### src/rtl/jk_bank_sequencer.sv
// Command-driven sequencer for a bank of JK cells: derives per-bit j/k excitation
// from the latched op and a registered mirror q of the bank contents.
// state | meaning: IDLE accept command | EXEC drive j/k, step q | DONE one-cycle completion pulse
module jk_bank_sequencer #(
    parameter int WIDTH = 4,
    parameter int CNT_W = 8
) (
    input  logic             clock,
    input  logic             clear,
    input  logic             cmd_valid,
    output logic             cmd_ready,
    input  logic [2:0]       cmd_op,
    input  logic [WIDTH-1:0] cmd_data,
    input  logic [CNT_W-1:0] cmd_count,
    input  logic             abort,
    output logic [WIDTH-1:0] j,
    output logic [WIDTH-1:0] k,
    output logic [WIDTH-1:0] q,
    output logic             busy,
    output logic             done
);

    typedef enum logic [1:0] {
        S_IDLE = 2'd0,
        S_EXEC = 2'd1,
        S_DONE = 2'd2
    } state_t;

    localparam logic [2:0] OP_LOAD   = 3'd1;
    localparam logic [2:0] OP_SET    = 3'd2;
    localparam logic [2:0] OP_RESET  = 3'd3;
    localparam logic [2:0] OP_TOGGLE = 3'd4;
    localparam logic [2:0] OP_UP     = 3'd5;
    localparam logic [2:0] OP_DOWN   = 3'd6;

    state_t             r_state;
    state_t             w_next;
    logic [WIDTH-1:0]   r_q;
    logic [WIDTH-1:0]   r_data;
    logic [2:0]         r_op;
    logic [CNT_W-1:0]   r_remaining;
    logic [WIDTH-1:0]   w_j;
    logic [WIDTH-1:0]   w_k;
    logic [WIDTH-1:0]   w_up;
    logic [WIDTH-1:0]   w_dn;
    logic               w_accept;
    logic               w_multi;

    // Ripple terms: bit i flips when every lower bit is 1 (up) or 0 (down).
    always_comb begin
        w_up    = '0;
        w_dn    = '0;
        w_up[0] = 1'b1;
        w_dn[0] = 1'b1;
        for (int i = 1; i < WIDTH; i++) begin
            w_up[i] = w_up[i-1] & r_q[i-1];
            w_dn[i] = w_dn[i-1] & ~r_q[i-1];
        end
    end

    assign w_multi = (r_op == OP_TOGGLE) || (r_op == OP_UP) || (r_op == OP_DOWN);

    always_comb begin
        w_next   = r_state;
        w_j      = '0;
        w_k      = '0;
        w_accept = 1'b0;
        case (r_state)
            S_IDLE: begin
                if (cmd_valid) begin
                    w_accept = 1'b1;
                    case (cmd_op)
                        OP_LOAD, OP_SET, OP_RESET:  w_next = S_EXEC;
                        OP_TOGGLE, OP_UP, OP_DOWN:  w_next = (cmd_count != '0) ? S_EXEC : S_DONE;
                        default:                    w_next = S_DONE;
                    endcase
                end
            end
            S_EXEC: begin
                w_next = S_DONE;
                if (!abort) begin
                    case (r_op)
                        OP_LOAD:   begin w_j = r_data; w_k = ~r_data; end
                        OP_SET:    begin w_j = '1;     w_k = '0;      end
                        OP_RESET:  begin w_j = '0;     w_k = '1;      end
                        OP_TOGGLE: begin w_j = r_data; w_k = r_data;  end
                        OP_UP:     begin w_j = w_up;   w_k = w_up;    end
                        OP_DOWN:   begin w_j = w_dn;   w_k = w_dn;    end
                        default:   begin w_j = '0;     w_k = '0;      end
                    endcase
                    if (w_multi && (r_remaining != CNT_W'(1)))
                        w_next = S_EXEC;
                end
            end
            S_DONE:  w_next = S_IDLE;
            default: w_next = S_IDLE;
        endcase
    end

    always_ff @(posedge clock or posedge clear) begin
        if (clear) begin
            r_state     <= S_IDLE;
            r_q         <= '0;
            r_data      <= '0;
            r_op        <= '0;
            r_remaining <= '0;
        end else begin
            r_state <= w_next;
            // j=k=0 outside EXEC, so the characteristic equation holds q there.
            r_q     <= (w_j & ~r_q) | (~w_k & r_q);
            if (w_accept) begin
                r_op        <= cmd_op;
                r_data      <= cmd_data;
                r_remaining <= cmd_count;
            end else if (r_state == S_EXEC) begin
                if (abort)
                    r_remaining <= '0;
                else if (r_remaining != '0)
                    r_remaining <= r_remaining - CNT_W'(1);
            end
        end
    end

    assign j         = w_j;
    assign k         = w_k;
    assign q         = r_q;
    assign cmd_ready = (r_state == S_IDLE);
    assign busy      = (r_state == S_EXEC);
    assign done      = (r_state == S_DONE);

endmodule
### config.mk
export PLATFORM = sky130hd
export DESIGN_NAME = jk_bank_sequencer
export DESIGN_NICKNAME = d
export VERILOG_FILES = /design/src/rtl/jk_bank_sequencer.sv
export SDC_FILE = /design/constraint.sdc
export NUM_CORES = 1
export LEC_CHECK = 0
export ABC_AREA = 1
export BUFFER_PORTS_ARGS = -buffer_cell sky130_fd_sc_hd__clkbuf_2
export CORE_ASPECT_RATIO = 0.75
export CORE_MARGIN = 3
export CORE_UTILIZATION = 40
export DETAILED_ROUTE_END_ITERATION = 12
export SYNTH_ARGS = -nofsm -noshare
export SYNTH_HDL_FRONTEND = slang
export SYNTH_SLANG_ARGS = --single-unit
### constraint.sdc
create_clock -name clock -period 2.7 [get_ports clock]
set_input_delay 0.54 -clock clock [delete_from_list [all_inputs] [get_ports clock]]
set_output_delay 0.54 -clock clock [all_outputs]
set_load 0.005 [all_outputs]
==> results.md <==
- Final design area excluding fillers: 1780 um^2
- Post-detailed-placement half-perimeter wirelength: 3030 um
- Share of synthesized area occupied by flip-flops and latches: 0.349
- Startpoint class of the critical path: flop
- ANT cells: 0
- Clock Pin Slew Worst Setup and Hold Paths: 0.09 ns
- Unique masters post-synth: 22
- Via count normalized by instance count: 4.74
- Number of input and output port buffers inserted: 33
- Sink count of the clock tree: 21
- Dominant combinational cell family by area after synthesis: simple AND/OR/NAND/NOR gates
- Library cell contributing the largest single delay on the critical path: sky130_fd_sc_hd__dfrtp_1
- Avg WL per Cell: 11.5 um
- Global placement routability congestion: 0.856
- Post-Route Utilization: 0.516
- Max Clock Freq: 473 MHz
- Count of antenna-violating nets left after detailed routing: 0
- Proportion of netlist area held by the largest area contributor: 0.349
- Cells along the critical path: inv_2, nand3_1, nor2_1, nor2_1, nand3_1, nand2_1, nor2_1, clkbuf_2
- Core area: 3450 um^2
- CTS root buf: sky130_fd_sc_hd__clkbuf_8
- Post-route worst setup slack: 0.585 ns
- Clock tree from TritonCTS: yes
- Req. time, crit path: 2.16 ns
- Combined buffer and inverter count along the critical path: 2
- Synth top area cells: sky130_fd_sc_hd__dfrtp_1 35%, sky130_fd_sc_hd__nand2_1 21%, sky130_fd_sc_hd__nand3_1 9.3%, sky130_fd_sc_hd__inv_1 8.0%, sky130_fd_sc_hd__nor2_1 7.7%
- Family of cells with the greatest summed delay on the critical path: simple AND/OR/NAND/NOR gates
- DRT Wirelength: 3760 um
- Nets: 300
- Category of the critical setup timing path: flop to output port
- Worst slew pin tran: 0.821 ns
- Die Area: 4540 um^2
- Leak Pwr: 1.00 nW
- Cell Area, Synth: 1510 um^2
- Mux cell area share after synthesis: 0
- CP max FO: 9
- Fin Clk Skew: 0.0100 ns
- MaxCap Viol Count: 0
- Avg Synthesized Cell Area: 6.22 um^2
- Critical path capture point type: output port
- Maximum buffer depth of the clock tree: 2
- Setup slack at placement: 0.754 ns
- Total number of vias: 1556
- Post-synthesis cell count: 242
- Final Hold Violating Endpoints: 0
- Initial antenna violation count: 0
- Power per cell area: 1080 nW/um^2
- Worst setup slack for register-to-register paths: 1.17 ns
- Complex-gate fraction of the synthesized area: 0.0740
- H-tree depth: 1
- Synth Area in Simple Gates: 0.458
- Nets in the synthesized netlist: 263
- Slew Limit Headroom: 0.452
- Total routing usage reported by global routing: 0.173
- Clock latency reported for the late side of the worst-skew pair: 0.27 ns
- Layout cell share with drive strength beyond 1: 0.201
- Crit path largest cell delay: 0.43 ns
- Max-slew violation count: 0
- HP Class: input port to async pin
- Outcome: finished, final reports clean
- Setup repair bufs after CTS: 0
- Endpoints failing setup: 0
- Final-layout setup total negative slack: 0 ns
- Overflow left after global routing: 0
- Leading area contributor after synthesis: sky130_fd_sc_hd__dfrtp_1
- Initial cell density of the core: 0.437
- # DRC: 0
- Synthesized flop and latch total: 21
- Top-level port count: 34
- Via count of the first global-routing pass: 1300
- Synth Area in Adders: 0.0166
- Final clock period utilization by the worst path: 0.783
- Xor and xnor fraction of the mapped netlist area: 0.00582
- Yosys warns: 0
- Width of the chip: 76.8 um
- Hold-fix buffers, CTS: 0
- Violation count after the first detailed-routing iteration: 118
- Global-route wire length before repair: 6140 um
- Pin count of the biggest net entering global routing: 22
- Critical path data arrival time: 1.58 ns
- Filler cells: 379
- Resize count post-CTS: 0
- Fin crit period: 2.12 ns
- FF+latch area: 526 um^2
- Num CTS Buffers: 3
- Die boundary height: 59.1 um
- Most repeated library cell on the critical path: sky130_fd_sc_hd__nor2_1
- Multi-input gate area in the final layout: 835 um^2
- Row cnt: 18
- Iteration count of the initial detailed-routing pass: 4
- Syn-to-layout area delta: 18.2%
- Placed Area: 1730 um^2
- Worst voltage drop across the vdd grid: 0.408 mV
- Unrepaired setup endpoints after global routing: false
[state kept, by name, indices dropped and copies added (netlist names)]
signal	cells
r_data	4
r_remaining	8
r_op	3
r_state	2
q	4
[per-layer routing]
layer / part of all wire / track usage / vias up
met5: 0 / 0 / -
met4: 0.0069 / 0.0284 / 0
met3: 0.065 / 0.0471 / 2
met2: 0.38 / 0.241 / 47
met1: 0.54 / 0.269 / 685
li1: - / - / 822
[logic make-up (layout without fill, tap and decap cells)]
kind of cell / count (synthesis) / in the layout
compound gates: 20 / 20
buf+inv: 38 / 74
xor+xnor: 1 / 1
fa+ha+maj: 2 / 2
flops: 21 / 21
simple gates: 160 / 160
[stage by stage]
step	cells	hold WS [ns]	total power [W]
2_1_floorplan	242	0.452	0.00139
3_3_place_gp	324	0.470	0.00170
3_5_place_dp	324	0.473	0.00170
4_1_cts	328	0.436	0.00192
5_1_grt	328	0.478	0.00212
6_report	328	0.404	0.00192
[cell usage in the layout, fill, tap and decap left out, types with 3 or more instances in the layout]
| cell | count |
|---|---|
| sky130_fd_sc_hd__inv_1 | 32 |
| sky130_fd_sc_hd__o21ai_0 | 11 |
| sky130_fd_sc_hd__inv_2 | 4 |
| sky130_fd_sc_hd__nor2_2 | 4 |
| sky130_fd_sc_hd__dfrtp_1 | 21 |
| sky130_fd_sc_hd__a21oi_1 | 5 |
| sky130_fd_sc_hd__nand2_1 | 86 |
| sky130_fd_sc_hd__nand2_2 | 4 |
| sky130_fd_sc_hd__clkbuf_8 | 3 |
| sky130_fd_sc_hd__nand3_1 | 28 |
| sky130_fd_sc_hd__clkbuf_2 | 33 |
| sky130_fd_sc_hd__nor2_1 | 31 |
[path summary, 6_finish.rpt]
| kind | start | endpoint | cells past startpoint |
|---|---|---|---|
| max in group asynchronous | clear | q[0] | 2 |
| setup reg to reg | r_remaining[0] | r_remaining[4] | 7 |
| min in group clock | cmd_data[3] | r_data[3] | 3 |
| setup / recovery | r_op[1] | j[2] | 8 |
| hold reg to reg | r_remaining[1] | r_remaining[1] | 2 |
| hold / removal | clear | r_data[3] | 2 |
[synthesized netlist by cell type]
| cell type | n |
|---|---|
| sky130_fd_sc_hd__nand2_1 | 86 |
| sky130_fd_sc_hd__nand3_1 | 28 |
| sky130_fd_sc_hd__o21ai_2 | 2 |
| sky130_fd_sc_hd__a21oi_2 | 1 |
| sky130_fd_sc_hd__inv_1 | 32 |
| sky130_fd_sc_hd__xor2_1 | 1 |
| sky130_fd_sc_hd__buf_2 | 2 |
| sky130_fd_sc_hd__nor2_2 | 4 |
| sky130_fd_sc_hd__nor3b_1 | 1 |
| sky130_fd_sc_hd__nand2_4 | 1 |
| sky130_fd_sc_hd__nor2_1 | 31 |
| sky130_fd_sc_hd__nand3_2 | 1 |
| sky130_fd_sc_hd__nand2_2 | 4 |
| sky130_fd_sc_hd__nand3b_1 | 1 |
| sky130_fd_sc_hd__inv_2 | 4 |
| sky130_fd_sc_hd__dfrtp_1 | 21 |
| sky130_fd_sc_hd__nand4_1 | 2 |
| sky130_fd_sc_hd__ha_1 | 2 |
| sky130_fd_sc_hd__o21ai_1 | 1 |
| sky130_fd_sc_hd__o21ai_0 | 11 |
| sky130_fd_sc_hd__a21oi_1 | 5 |
| sky130_fd_sc_hd__nor2_4 | 1 |
[cell type report]
class | count | area share
Sequential cell | 21 | 0.295
Tap cell | 50 | 0.0352
Clock buffer | 3 | 0.0232
Inverter | 36 | 0.0759
Multi-Input combinational cell | 183 | 0.469
Timing Repair Buffer | 34 | 0.0970
Clock inverter | 1 | 0.00422
[power breakdown]
part	internal, W	total (W)	switching, W
sequential	0.000464	0.000623	0.000158
clock	0.000104	0.000213	0.000109
combinational	0.000372	0.00108	0.000708
Power figures use the tool's default switching activity.
